--- src/rtl/decoder_stage_pipe.sv ---
// RV32I(+Zicsr, optional M) main decoder registered through a 2-entry skid buffer.
// Also keeps a saturating count of illegal instruction words accepted since reset.
module decoder_stage_pipe #(
    parameter int ENABLE_M   = 1,
    parameter int ENABLE_CSR = 1,
    parameter int CNT_W      = 8
) (
    input  logic             clk_i,
    input  logic             rst_ni,
    input  logic             flush_i,
    input  logic [31:0]      instr_i,
    input  logic             in_valid_i,
    output logic             in_ready_o,
    output logic             out_valid_o,
    input  logic             out_ready_i,
    output logic [1:0]       a_sel_o,
    output logic [2:0]       b_sel_o,
    output logic [4:0]       alu_op_o,
    output logic [2:0]       csr_op_o,
    output logic             csr_we_o,
    output logic             mem_req_o,
    output logic             mem_we_o,
    output logic [2:0]       mem_size_o,
    output logic             gpr_we_o,
    output logic [1:0]       wb_sel_o,
    output logic             branch_o,
    output logic             jal_o,
    output logic             jalr_o,
    output logic             mret_o,
    output logic             illegal_instr_o,
    output logic [CNT_W-1:0] illegal_cnt_o
);

    localparam logic [4:0] ALU_ADD  = 5'b0_0000;
    localparam logic [4:0] ALU_SLT  = 5'b0_0010;
    localparam logic [4:0] ALU_SLTU = 5'b0_0011;
    localparam logic [4:0] ALU_SUB  = 5'b0_1000;

    typedef struct packed {
        logic [1:0] a_sel;
        logic [2:0] b_sel;
        logic [4:0] alu_op;
        logic [2:0] csr_op;
        logic       csr_we;
        logic       mem_req;
        logic       mem_we;
        logic [2:0] mem_size;
        logic       gpr_we;
        logic [1:0] wb_sel;
        logic       branch;
        logic       jal;
        logic       jalr;
        logic       mret;
        logic       illegal;
    } ctrl_t;

    typedef enum logic [1:0] {S_EMPTY, S_ONE, S_FULL} state_t;

    state_t           state_q, state_d;
    ctrl_t            main_q, skid_q, dec;
    logic [CNT_W-1:0] cnt_q;
    logic             legal, accept, pop;
    logic             ld_main_in, ld_main_skid, ld_skid;
    logic [2:0]       f3;
    logic [6:0]       f7;

    assign f3 = instr_i[14:12];
    assign f7 = instr_i[31:25];

    always_comb begin
        dec   = '0;
        legal = 1'b0;
        case (instr_i[6:0])
            7'b0110111: begin  // LUI
                legal = 1'b1; dec.a_sel = 2'd2; dec.b_sel = 3'd2; dec.gpr_we = 1'b1;
            end
            7'b0010111: begin  // AUIPC
                legal = 1'b1; dec.a_sel = 2'd1; dec.b_sel = 3'd2; dec.gpr_we = 1'b1;
            end
            7'b1101111: begin  // JAL: ALU produces the link address PC+4
                legal = 1'b1; dec.a_sel = 2'd1; dec.b_sel = 3'd4; dec.gpr_we = 1'b1;
                dec.jal = 1'b1;
            end
            7'b1100111: begin  // JALR
                legal = (f3 == 3'd0); dec.a_sel = 2'd1; dec.b_sel = 3'd4;
                dec.gpr_we = 1'b1; dec.jalr = 1'b1;
            end
            7'b1100011: begin  // branches compare rs1/rs2 in the ALU
                legal = (f3 != 3'd2) && (f3 != 3'd3);
                dec.branch = 1'b1;
                dec.alu_op = !f3[2] ? ALU_SUB : (f3[1] ? ALU_SLTU : ALU_SLT);
            end
            7'b0000011: begin  // loads
                legal = (f3 != 3'd3) && (f3 != 3'd6) && (f3 != 3'd7);
                dec.b_sel = 3'd1; dec.mem_req = 1'b1; dec.mem_size = f3;
                dec.gpr_we = 1'b1; dec.wb_sel = 2'd1;
            end
            7'b0100011: begin  // stores
                legal = (f3 <= 3'd2);
                dec.b_sel = 3'd3; dec.mem_req = 1'b1; dec.mem_we = 1'b1; dec.mem_size = f3;
            end
            7'b0010011: begin  // OP-IMM: only the shifts constrain funct7
                dec.b_sel = 3'd1; dec.gpr_we = 1'b1;
                if (f3 == 3'd1) begin
                    legal = (f7 == 7'h00); dec.alu_op = {2'b00, f3};
                end else if (f3 == 3'd5) begin
                    legal = (f7 == 7'h00) || (f7 == 7'h20); dec.alu_op = {1'b0, instr_i[30], f3};
                end else begin
                    legal = 1'b1; dec.alu_op = {2'b00, f3};
                end
            end
            7'b0110011: begin  // OP
                dec.gpr_we = 1'b1;
                if (f7 == 7'h00) begin
                    legal = 1'b1; dec.alu_op = {2'b00, f3};
                end else if (f7 == 7'h20 && (f3 == 3'd0 || f3 == 3'd5)) begin
                    legal = 1'b1; dec.alu_op = {2'b01, f3};
                end else if (f7 == 7'h01 && ENABLE_M != 0) begin
                    legal = 1'b1; dec.alu_op = {2'b10, f3};
                end
            end
            7'b0001111: legal = (f3 == 3'd0);  // FENCE executes as a no-op
            7'b1110011: begin
                if (f3 == 3'd0) begin
                    if (instr_i == 32'h0000_0073 || instr_i == 32'h0010_0073) begin
                        legal = 1'b1;
                    end else if (instr_i == 32'h3020_0073 && ENABLE_CSR != 0) begin
                        legal = 1'b1; dec.mret = 1'b1;
                    end
                end else if (f3 != 3'd4 && ENABLE_CSR != 0) begin
                    // CSRRS/CSRRC with rs1=x0 only read the CSR
                    legal = 1'b1; dec.csr_op = f3; dec.gpr_we = 1'b1; dec.wb_sel = 2'd2;
                    dec.csr_we = !(f3[1] && instr_i[19:15] == 5'd0);
                end
            end
            default: legal = 1'b0;
        endcase
        if (!legal) begin
            dec         = '0;
            dec.illegal = 1'b1;
        end
    end

    assign in_ready_o  = (state_q != S_FULL);
    assign out_valid_o = (state_q != S_EMPTY);
    assign accept      = in_valid_i & in_ready_o;
    assign pop         = out_valid_o & out_ready_i;

    always_ff @(posedge clk_i) begin
        if (!rst_ni) state_q <= S_EMPTY;
        else         state_q <= state_d;
    end

    always_comb begin
        state_d      = state_q;
        ld_main_in   = 1'b0;
        ld_main_skid = 1'b0;
        ld_skid      = 1'b0;
        if (flush_i) begin
            state_d = S_EMPTY;
        end else begin
            case (state_q)
                S_EMPTY: if (accept) begin
                    state_d = S_ONE; ld_main_in = 1'b1;
                end
                S_ONE: begin
                    if (accept && pop) begin
                        ld_main_in = 1'b1;
                    end else if (accept) begin
                        state_d = S_FULL; ld_skid = 1'b1;
                    end else if (pop) begin
                        state_d = S_EMPTY;
                    end
                end
                S_FULL: if (pop) begin
                    state_d = S_ONE; ld_main_skid = 1'b1;
                end
                default: state_d = S_EMPTY;
            endcase
        end
    end

    // Payload registers carry no reset; outputs are masked while empty.
    always_ff @(posedge clk_i) begin
        if (ld_main_in)        main_q <= dec;
        else if (ld_main_skid) main_q <= skid_q;
        if (ld_skid)           skid_q <= dec;
    end

    always_ff @(posedge clk_i) begin
        if (!rst_ni)
            cnt_q <= '0;
        else if (accept && dec.illegal && !(&cnt_q))
            cnt_q <= cnt_q + CNT_W'(1);
    end

    ctrl_t out_c;
    assign out_c = out_valid_o ? main_q : '0;

    assign a_sel_o         = out_c.a_sel;
    assign b_sel_o         = out_c.b_sel;
    assign alu_op_o        = out_c.alu_op;
    assign csr_op_o        = out_c.csr_op;
    assign csr_we_o        = out_c.csr_we;
    assign mem_req_o       = out_c.mem_req;
    assign mem_we_o        = out_c.mem_we;
    assign mem_size_o      = out_c.mem_size;
    assign gpr_we_o        = out_c.gpr_we;
    assign wb_sel_o        = out_c.wb_sel;
    assign branch_o        = out_c.branch;
    assign jal_o           = out_c.jal;
    assign jalr_o          = out_c.jalr;
    assign mret_o          = out_c.mret;
    assign illegal_instr_o = out_c.illegal;
    assign illegal_cnt_o   = cnt_q;

endmodule
--- config.mk ---
export PLATFORM = sky130hd
export DESIGN_NAME = decoder_stage_pipe
export DESIGN_NICKNAME = d
export VERILOG_FILES = /design/src/rtl/decoder_stage_pipe.sv
export SDC_FILE = /design/constraint.sdc
export NUM_CORES = 1
export LEC_CHECK = 0
export CORE_ASPECT_RATIO = 0.6
export CORE_MARGIN = 5
export CORE_UTILIZATION = 45
export DETAILED_ROUTE_END_ITERATION = 6
export GPL_ROUTABILITY_DRIVEN = 0
export PLACE_DENSITY = 0.79
export SKIP_LAST_GASP = 1
export SLEW_MARGIN = 5
export SYNTH_ARGS = -nofsm -noshare
export SYNTH_HDL_FRONTEND = slang
export SYNTH_SLANG_ARGS = --single-unit
--- constraint.sdc ---
create_clock -name clk_i -period 5.5 [get_ports clk_i]
set_input_delay 1.1 -clock clk_i [delete_from_list [all_inputs] [get_ports clk_i]]
set_output_delay 1.1 -clock clk_i [all_outputs]
set_load 0.02 [all_outputs]
==> results.md, run 1 <==
- Sw frac: 22.10%
- Critical Setup Path Class: in -> reg
- Starting DRT DRC Count: 221
- Final number of setup-violating endpoints: 0
- Worst EP arrival: between 4 and 5 ns
- Global-route wire length before repair: roughly 12 mm
- Worst r2r src: state_q[1]$_SDFFE_PP0P_
- PwrDens: 268.7 nW/um^2
- Hold Crit Depth: 2
- FF-to-FF path depth: 4
- Synth Flop Type: edfxtp_1
- Rel. slew slack: around 17%
- Critical path origin: instr_i[5]
- Worst-path clk slew: 0.05 ns
- CTS Root Cell: clkbuf_16
- Yosys reg bits: 64
- Postcts setup bufs: 0
- Full die area: around 9400 sq um
- Placed instance count: 464
- Hold buffer count at CTS: 0
- Async set-reset flop share out of synthesis: 0%
- TNS Setup: 0 ns
- Peak Freq: 0.2517 GHz
- Switching power: 0.2659 mW
- Final period util: 72.24%
- CTS tree: done
- Synthesis Warnings: 0
- Commonest non-fill, non-tap cell in the layout: clkdlybuf4s50_1
- Vias: approximately 2,600
- ANT nets after route: 0
- Initial antenna violation count: 0
- I/O pin cnt: 74
- Gate power share: 10.2%
- Vias in the first global route: between 2,000 and 2,500
- Global route total overflow: 0
- DR pass1 iterations: 7
- Min cycle time layout: 3.973 ns
- Crit path max fanout: 20
- Post-CTS Resized: 0
- RSZ-0062 raised after global routing: no
- Area growth syn-to-layout: 32.32%
- Vias/cell: 5.438
- Detailed Route WL: 7.588 mm
- Worst clock skew: around 0.006 ns
- Maximum vdd drop: ~0.13 mV
- Commonest cells after routing, fill and taps aside: clkdlybuf4s50_1 (73), edfxtp_1 (54), nor2b_1 (30)
- Number of diodes: 0
- Core area: 7297 sq um
- Hold_sp: illegal_cnt_o[5]$_SDFFE_PN0P_
- Share of total power in sequential cells: 44.6%
- Part of the power in the clock network: 45.2%
- Pint: 0.9373 mW
- Largest net degree at the start of global routing: 34
- Final Hold Vio Count: 0
- Hold Slack: 0.4890 ns
- Clk_lat worst skew: 0.33 ns
- Starting density of the core: 46.36%
- Net count, final: 409
- Leakage: 1.592 nW
- Synth Area per Inst: 11.28 sq um
- Total track usage: 16.62%
- Worst Hold Class: reg -> reg
- Syn Inst Count: 300
- DP HPWL: 5.539 mm
- H-tree Lvls: 3
- Clock Sinks: 64
- Yosys cell types: 63
- Setup crit end kind: register
- Status: finished clean
- Die Span X: 121.9 microns
- Max Cap Viol: 0
- # rows: 24
- Fin. max-slew vios: 0
- Synthesized cell area: 3383 sq um
- Buffers on Ports: 73
- CTS Buf Count: 9
- Fill count: 582
- Drt wl/cell: about 16 microns
- Post-synthesis sequential area ratio: between 50% and 60%
- CP Data Required Time: around 5.6 ns
- Number of remaining DRC errors: 0
- Die Ht: 77.17 microns
- Post-synth EDFFs: 54
- Worst-margin pin slew: 1.235 ns
- Fraction of layout cells with a size suffix above 1: 14.63%
- Non-filler instance count after layout: 480
- Reg-to-reg slack, setup: 3.23 ns
- Clock tree buffer depth: 2
- Critical Path Source Type: input port
- Net Count, Synth: about 340
==> synthesized netlist by cell type, types with 6 or more instances <==
library cell | n | area share (%)
or4_1 | 6 | 1.3
o21ai_0 | 10 | 1.5
nor2_1 | 16 | 1.8
dfxtp_1 | 10 | 5.9
edfxtp_1 | 54 | 48
nand2_1 | 21 | 2.3
nand3_1 | 9 | 1.3
mux2_2 | 21 | 7.0
nor2b_1 | 30 | 5.5
o31ai_1 | 6 | 1.3
inv_1 | 9 | 1.0
nor3_1 | 9 | 1.3
a21oi_1 | 17 | 2.5
clkbuf_1 | 7 | 0.78
==> logic make-up (layout without fill, tap and decap cells) <==
family | after synthesis | after routing | share of synthesized area, %
and+or+nand+nor | 133 | 133 | 23.85
DFF | 64 | 64 | 53.85
muxes | 23 | 23 | 7.581
xor gates and xnor gates | 1 | 1 | 0.2589
adders and majority gates | 1 | 1 | 0.3698
AOI/OAI and AO/OA | 51 | 51 | 10.28
buffers and inverters | 27 | 103 | 3.809
==> cell type report <==
type                            count  area (sq um)  share of cell area, %
Clock buffer                       10         229.0                  5.115
Multi-Input combinational cell    209          1441                  32.20
Tap cell                          104         130.1                  2.907
Timing Repair Buffer               76         753.2                  16.83
Inverter                           11         41.29                 0.9223
Clock inverter                      6         60.06                  1.342
Sequential cell                    64          1822                  40.69
==> registers in the layout (all words and copies together) (netlist names) <==
name and count:
illegal_cnt_o 8, skid_q 27, main_q 27, state_q 2
==> layer usage <==
metal / global-route usage [%] / routed length, microns / vias up
li1: - / - / 1258
met3: 5.221 / 610 / 11
met1: 24.20 / 3675 / 1221
met4: 5.817 / 118 / 0
met5: 0 / 0 / -
met2: 23.13 / 3183 / 120
==> critical path, stage by stage <==
cell	delay (ns)
clkdlybuf4s50_1	0.80
and3b_4	0.44
nand3_1	0.14
o211ai_1	0.10
or4b_1	0.81
inv_2	0.27
o21ai_1	0.11
mux2_2	0.27
==> power groups by stage <==
stage | registers, mW | clock network (mW) | logic, mW
2_1_floorplan | 0.546 | 0 | 0.0637
3_3_place_gp | 0.545 | 0 | 0.120
3_5_place_dp | 0.546 | 0 | 0.123
4_1_cts | 0.536 | 0.551 | 0.123
5_1_grt | 0.537 | 0.574 | 0.132
6_report | 0.536 | 0.544 | 0.123
==> through the flow <==
stage | setup slack, ns | instance area (sq um) | util, % | total power [mW]
2_1_floorplan | 1.840 | 3383 | - | 0.6101
3_3_place_gp | 1.391 | 4188 | 57.39 | 0.6653
3_5_place_dp | 1.238 | 4188 | 57.39 | 0.6686
4_1_cts | 1.555 | 4477 | 61.35 | 1.210
5_1_grt | 1.368 | 4477 | 61.35 | 1.243
6_report | 1.527 | 4477 | 61.35 | 1.203
==> final timing paths <==
kind | to
worst max-delay path | main_q[23]$_DFFE_PP_
worst min-delay path | illegal_cnt_o[5]$_SDFFE_PN0P_
worst max register to register | main_q[11]$_DFFE_PP_
worst min register to register | illegal_cnt_o[5]$_SDFFE_PN0P_
Note: power is estimated with default switching activity, not from simulation.
==> inputs of run 2 (changes only) <==
--- a/config.mk
+++ b/config.mk
@@ -10,7 +10,7 @@
 export CORE_UTILIZATION = 45
 export DETAILED_ROUTE_END_ITERATION = 6
 export GPL_ROUTABILITY_DRIVEN = 0
-export PLACE_DENSITY = 0.79
+export PLACE_DENSITY = 0.82
 export SKIP_LAST_GASP = 1
 export SLEW_MARGIN = 5
 export SYNTH_ARGS = -nofsm -noshare
==> constraint.sdc (replaced) <==
create_clock -name clk_i -period 3.4 [get_ports clk_i]
set_input_delay 0.68 -clock clk_i [delete_from_list [all_inputs] [get_ports clk_i]]
set_output_delay 0.68 -clock clk_i [all_outputs]
set_load 0.02 [all_outputs]
==> run 2 against run 1 <==
  * Clock-buffer cell count shrank 1
  * Sequential share of layout area is 1.3 points lower
  * Clock power is 84% higher
  * Core utilization increased by 2.0 points
  * Hold slack worse by 0.0051 ns
  * Critical path type unchanged
  * Largest cell class unchanged
==> results.md, run 2 (synthesis results as in run 1) <==
- Critical Setup Path Class: in -> reg
- ANT nets after route: 0
- DP HPWL: 5.846 mm
- Number of remaining DRC errors: 0
- Starting density of the core: between 40% and 50%
- Total track usage: between 10% and 20%
- Area growth syn-to-layout: 36.58%
- Full die area: 9410 sq um
- CP cell instances: clkdlybuf4s50_1 > mux2_2 > o221ai_1 > a21oi_2 > or4b_1 > buf_4 > or4_1 > a21oi_1
- Final period util: between 90 and 100%
- Commonest cells after routing, fill and taps aside: clkdlybuf4s50_1 (73), edfxtp_1 (54), nor2b_1 (30)
- Fraction of layout cells with a size suffix above 1: 17.95%
- Max Cap Viol: 0
- Final number of setup-violating endpoints: 0
- Net count, final: 423
- Fin. max-slew vios: 0
- Setup crit end kind: register
- Worst EP arrival: about 3.4 ns
- Largest net degree at the start of global routing: 34
- Critical Path Source Type: input port
- Placed cell area: ~4300 sq um
- I/O pin cnt: between 70 and 80
- Register area: approximately 1800 sq um
- Clock Sinks: between 60 and 70
- CP bufs+invs: 2
- Die Ht: slightly below 80 microns
- Die Span X: ~120 microns
- Delay-heaviest family, CP: simple AND/OR/NAND/NOR gates
- DR pass1 iterations: 4
- Detailed Route WL: ~8.2 mm
- Postcts setup bufs: 0
- Peak Freq: 0.3176 GHz
- Vias in the first global route: 2,673
- Maximum vdd drop: approximately 0.22 mV
- Global-route wire length before repair: roughly 13 mm
- Crit path max fanout: 14
- # rows: 24
- RSZ-0062 raised after global routing: no
- Drt wl/cell: 16.65 microns
- Worst-path clk slew: 0.06 ns
- Status: finished clean
- Fill count: 550
- TNS Setup: 0 ns
- Min cycle time layout: 3.148 ns
- Initial antenna violation count: 0
- PwrDens: 449.5 nW/um^2
- Worst-margin pin slew: between 0.5 and 0.6 ns
- CTS tree: done
- Worst path slowest cell: clkdlybuf4s50_1
- Core area: 7297 sq um
- Vias: 2,741
- CP peak stage delay: approximately 0.78 ns
- Number of diodes: 0
- Starting DRT DRC Count: 291
- Vias/cell: 5.549
- Clock tree buffer depth: 2
- Worst clock skew: 0.008757 ns
- Commonest non-fill, non-tap cell in the layout: clkdlybuf4s50_1
- H-tree Lvls: 3
- Worst Hold Class: reg -> reg
- Hold buffer count at CTS: 0
- Final instance area: 4621 sq um
- CTS Buf Count: 9
- Post-CTS Resized: 0
- CTS Root Cell: clkbuf_16
- Global route total overflow: 0
- Rel. slew slack: around 62%
- Multi-input combinational cell area: 1441 sq um
- Final Hold Vio Count: 0
- Leakage: 1.678 nW
- Buffers on Ports: between 70 and 80
- CP Data Required Time: 3.66 ns
- Clk_lat worst skew: between 0.3 and 0.4 ns
[run 2: cell types whose count changed in the layout (fill, tap and decap cells not counted), sizes merged]
cell | previous run | this run
buf | 3 | 17
bufinv | 1 | 2
clkinvlp | 2 | 1
clkinv | 3 | 2
clkbuf | 10 | 9
inv | 11 | 13
[run 2: worst register-to-register path, delay by kind of cell (launching register included)]
family           cells  cell delay (ns)
AO/OA/AOI/OAI        2             0.52
AND/OR/NAND/NOR      3             0.81
flip-flops           1             0.41
[run 2: final timing paths]
path	slack (ns)	cells after the start	to	from
hold / removal	0.48	2	illegal_cnt_o[5]$_SDFFE_PN0P_	illegal_cnt_o[5]$_SDFFE_PN0P_
setup / recovery	0.25	8	illegal_cnt_o[7]$_SDFFE_PN0P_	instr_i[14]
hold reg to reg	0.48	2	illegal_cnt_o[5]$_SDFFE_PN0P_	illegal_cnt_o[5]$_SDFFE_PN0P_
setup reg to reg	1.60	5	illegal_cnt_o[7]$_SDFFE_PN0P_	state_q[0]$_SDFFE_PP0P_
[run 2: area by class of cell]
type | instances | area share, %
flip-flops and latches | 64 | 39.43
clock buffers | 9 | 4.874
multi-input cells | 209 | 31.19
repair buffers | 90 | 18.58
well taps | 104 | 2.816
inverters | 11 | 0.8936
clock inverters | 7 | 2.220
[run 2: power by group]
| part | leakage [nW] | total [mW] | internal (mW) | switching [mW] |
|---|---|---|---|---|
| Clock | 0.157 | 1.00 | 0.648 | 0.351 |
| Sequential | 0.654 | 0.866 | 0.860 | 0.00666 |
| Combinational | 0.868 | 0.211 | 0.101 | 0.110 |
[run 2: per-stage QoR]
stage	std cells	util, %	total power, mW	hold slack [ns]	setup WS, ns
4_1_cts	494	63.32	2.091	0.4872	0.2928
5_1_grt	494	63.32	2.154	0.5311	0.1769
3_3_place_gp	478	58.83	1.085	0.4566	0.06487
2_1_floorplan	300	-	0.9869	0.4923	0.1601
3_5_place_dp	478	58.83	1.091	0.4770	-0.04832
6_report	494	63.32	2.077	0.4839	0.2517
[run 2: layer usage]
| metal | GRT usage, % | vias up | wire length (microns) |
|---|---|---|---|
| met5 | 0 | - | 0 |
| met4 | 5.481 | 0 | 89 |
| met3 | 7.059 | 10 | 809 |
| met2 | 26.93 | 137 | 3657 |
| met1 | 24.02 | 1302 | 3669 |
| li1 | - | 1292 | - |
==> inputs of run 3 (changes only) <==
--- a/config.mk
+++ b/config.mk
@@ -11,6 +11,7 @@
 export DETAILED_ROUTE_END_ITERATION = 6
 export GPL_ROUTABILITY_DRIVEN = 0
 export PLACE_DENSITY = 0.82
+export SKIP_CTS_REPAIR_TIMING = 1
 export SKIP_LAST_GASP = 1
 export SLEW_MARGIN = 5
 export SYNTH_ARGS = -nofsm -noshare
==> constraint.sdc (replaced) <==
create_clock -name clk_i -period 2.8 [get_ports clk_i]
set_input_delay 0.56 -clock clk_i [delete_from_list [all_inputs] [get_ports clk_i]]
set_output_delay 0.56 -clock clk_i [all_outputs]
set_load 0.02 [all_outputs]
==> run 3 against run 2 <==
  * Clock-buffer cell count increased by 2
  * Sequential share of layout area decreased by 1.9 points
  * Non-clock buffer count increased by 24
  * Combinational power increased by 31%
  * Clock power increased by 16%
  * Critical endpoint is now illegal_cnt_o[4]$_SDFFE_PN0P_
  * Largest power group unchanged
  * Highest routed layer unchanged
==> results.md, run 3 (synthesis results as in run 1) <==
- Fraction of layout cells with a size suffix above 1: 23.43%
- CTS Buf Count: 9
- Area growth syn-to-layout: 43.42%
- Min cycle time layout: 2.766 ns
- Worst path slowest cell: or4b_4
- Starting density of the core: 46.36%
- Number of diodes: 0
- CP peak stage delay: approximately 0.57 ns
- Commonest non-fill, non-tap cell in the layout: clkdlybuf4s50_1
- Initial antenna violation count: 0
- Multi-input combinational cell area: 1476 sq um
- Critical Setup Path Class: in -> reg
- Final period util: 98.80%
- Global-route wire length before repair: 13.21 mm
- Largest net degree at the start of global routing: 34
- DR pass1 iterations: 5
- Starting DRT DRC Count: 181
- Total track usage: 18.07%
- Power, Total: 2.490 mW
- Detailed Route WL: 8.345 mm
- CP Data Required Time: 3.06 ns
- Commonest cells after routing, fill and taps aside: clkdlybuf4s50_1 (66), edfxtp_1 (54), buf_4 (40)
- Delay-heaviest family, CP: simple AND/OR/NAND/NOR gates
- Peak Freq: 0.3615 GHz
- Core area: 7297 sq um
- Net count, final: 447
- Die Span X: 121.9 microns
- Reg-to-reg slack, setup: around 0.96 ns
- H-tree Lvls: 3
- Full die area: about 9400 sq um
- Clock tree buffer depth: 2
- CP bufs+invs: 2
- Drt wl/cell: 16.11 microns
- Worst r2r src: state_q[0]$_SDFFE_PP0P_
- Leakage: between 1.5 and 2 nW
- PwrDens: approximately 510 nW/um^2
- Global route total overflow: 0
- CTS tree: done
- Post-Place Worst Slack: -0.4097 ns
- Worst Hold Class: reg -> reg
- Setup crit end kind: register
- Hold Crit Depth: 2
- Crit path max fanout: 11
- Vias: 2,816
- Buffers on Ports: 73
- FF-to-FF path depth: 5
- Rel. slew slack: around 67%
- Max Cap Viol: 0
- # rows: 24
- Critical Path Source Type: input port
- ANT nets after route: 0
- Worst reg2reg path endpoint: illegal_cnt_o[4]$_SDFFE_PN0P_
- Final setup margin: 0.03355 ns
- CP cell instances: clkdlybuf4s50_1 > and3_1 > nand3_1 > o211ai_1 > or4b_4 > buf_4 > or4_1 > a21oi_1
- Vias/cell: 5.436
- Clock Sinks: 64
- Hold EP: illegal_cnt_o[5]$_SDFFE_PN0P_
- RSZ-0062 raised after global routing: no
- Die Ht: 77.17 microns
- Register area: 1822 sq um
- Hold_sp: illegal_cnt_o[5]$_SDFFE_PN0P_
- Fin. max-slew vios: 0
- Maximum vdd drop: 0.3154 mV
- Vias in the first global route: 2,687
- Hold Slack: around 0.48 ns
- Fill count: 526
- Worst EP arrival: a little over 3 ns
- Status: finished clean
- Clk_lat worst skew: 0.33 ns
- Final Hold Vio Count: 0
- Final number of setup-violating endpoints: 0
- Number of remaining DRC errors: 0
- Worst clock skew: 0.009196 ns
- Worst-path clk slew: 0.05 ns
- DP HPWL: 5.916 mm
- I/O pin cnt: 74
- CTS Root Cell: clkbuf_16
- Worst-margin pin slew: approximately 0.5 ns
-- run 3: routing by layer --
layer | vias to the layer above | share of wire [%] | GRT usage [%]
li1 | 1343 | - | -
met1 | 1297 | 46 | 24.23
met2 | 149 | 43 | 26.21
met3 | 27 | 8.7 | 5.956
met4 | 0 | 2.9 | 8.725
met5 | - | 0 | 0
-- run 3: worst register-to-register path: stages (launching register included) --
cell and delay (ns):
dfxtp_1 0.40, nand2b_1 0.19, nand2_1 0.12, a41o_1 0.37, or4_1 0.54, a21oi_1 0.15
-- run 3: cell type report --
class	instances	share of cell area [%]
clock inverters	5	1.676
multi-input cells	209	30.43
well taps	104	2.682
flip-flops and latches	64	37.55
clock buffers	11	4.796
repair buffers	114	22.02
inverters	11	0.8510
-- run 3: worst max path at each step --
stage           startpoint                       endpoint  slack (ns)  cells after the start
2_1_floorplan   in_valid_i            main_q[0]$_DFFE_PP_        0.20                      3
3_3_place_gp   instr_i[14]  illegal_cnt_o[4]$_SDFFE_PN0P_       -0.34                      8
3_5_place_dp   instr_i[14]  illegal_cnt_o[4]$_SDFFE_PN0P_       -0.41                      8
4_1_cts         instr_i[6]           main_q[22]$_DFFE_PP_       -0.07                      8
5_1_grt         instr_i[1]  illegal_cnt_o[5]$_SDFFE_PN0P_       0.008                      8
6_report        instr_i[2]  illegal_cnt_o[4]$_SDFFE_PN0P_        0.03                      8
-- run 3: stage by stage --
step | util (%) | std cells | setup TNS [ns] | cell area (sq um)
floorplan | - | 300 | 0 | 3388
global placement | 61.56 | 502 | -5.343 | 4492
detailed placement | 61.56 | 502 | -7.015 | 4492
CTS | 65.86 | 518 | -0.4371 | 4806
global route | 66.50 | 518 | 0 | 4852
finish | 66.50 | 518 | 0 | 4852
-- run 3: power breakdown --
part	internal (mW)	switching [mW]	leakage (nW)	total (mW)
sequential	1.04	0.00803	0.654	1.05
clock	0.778	0.383	0.150	1.16
combinational	0.138	0.138	1.06	0.276
total	1.96	0.529	1.86	2.49
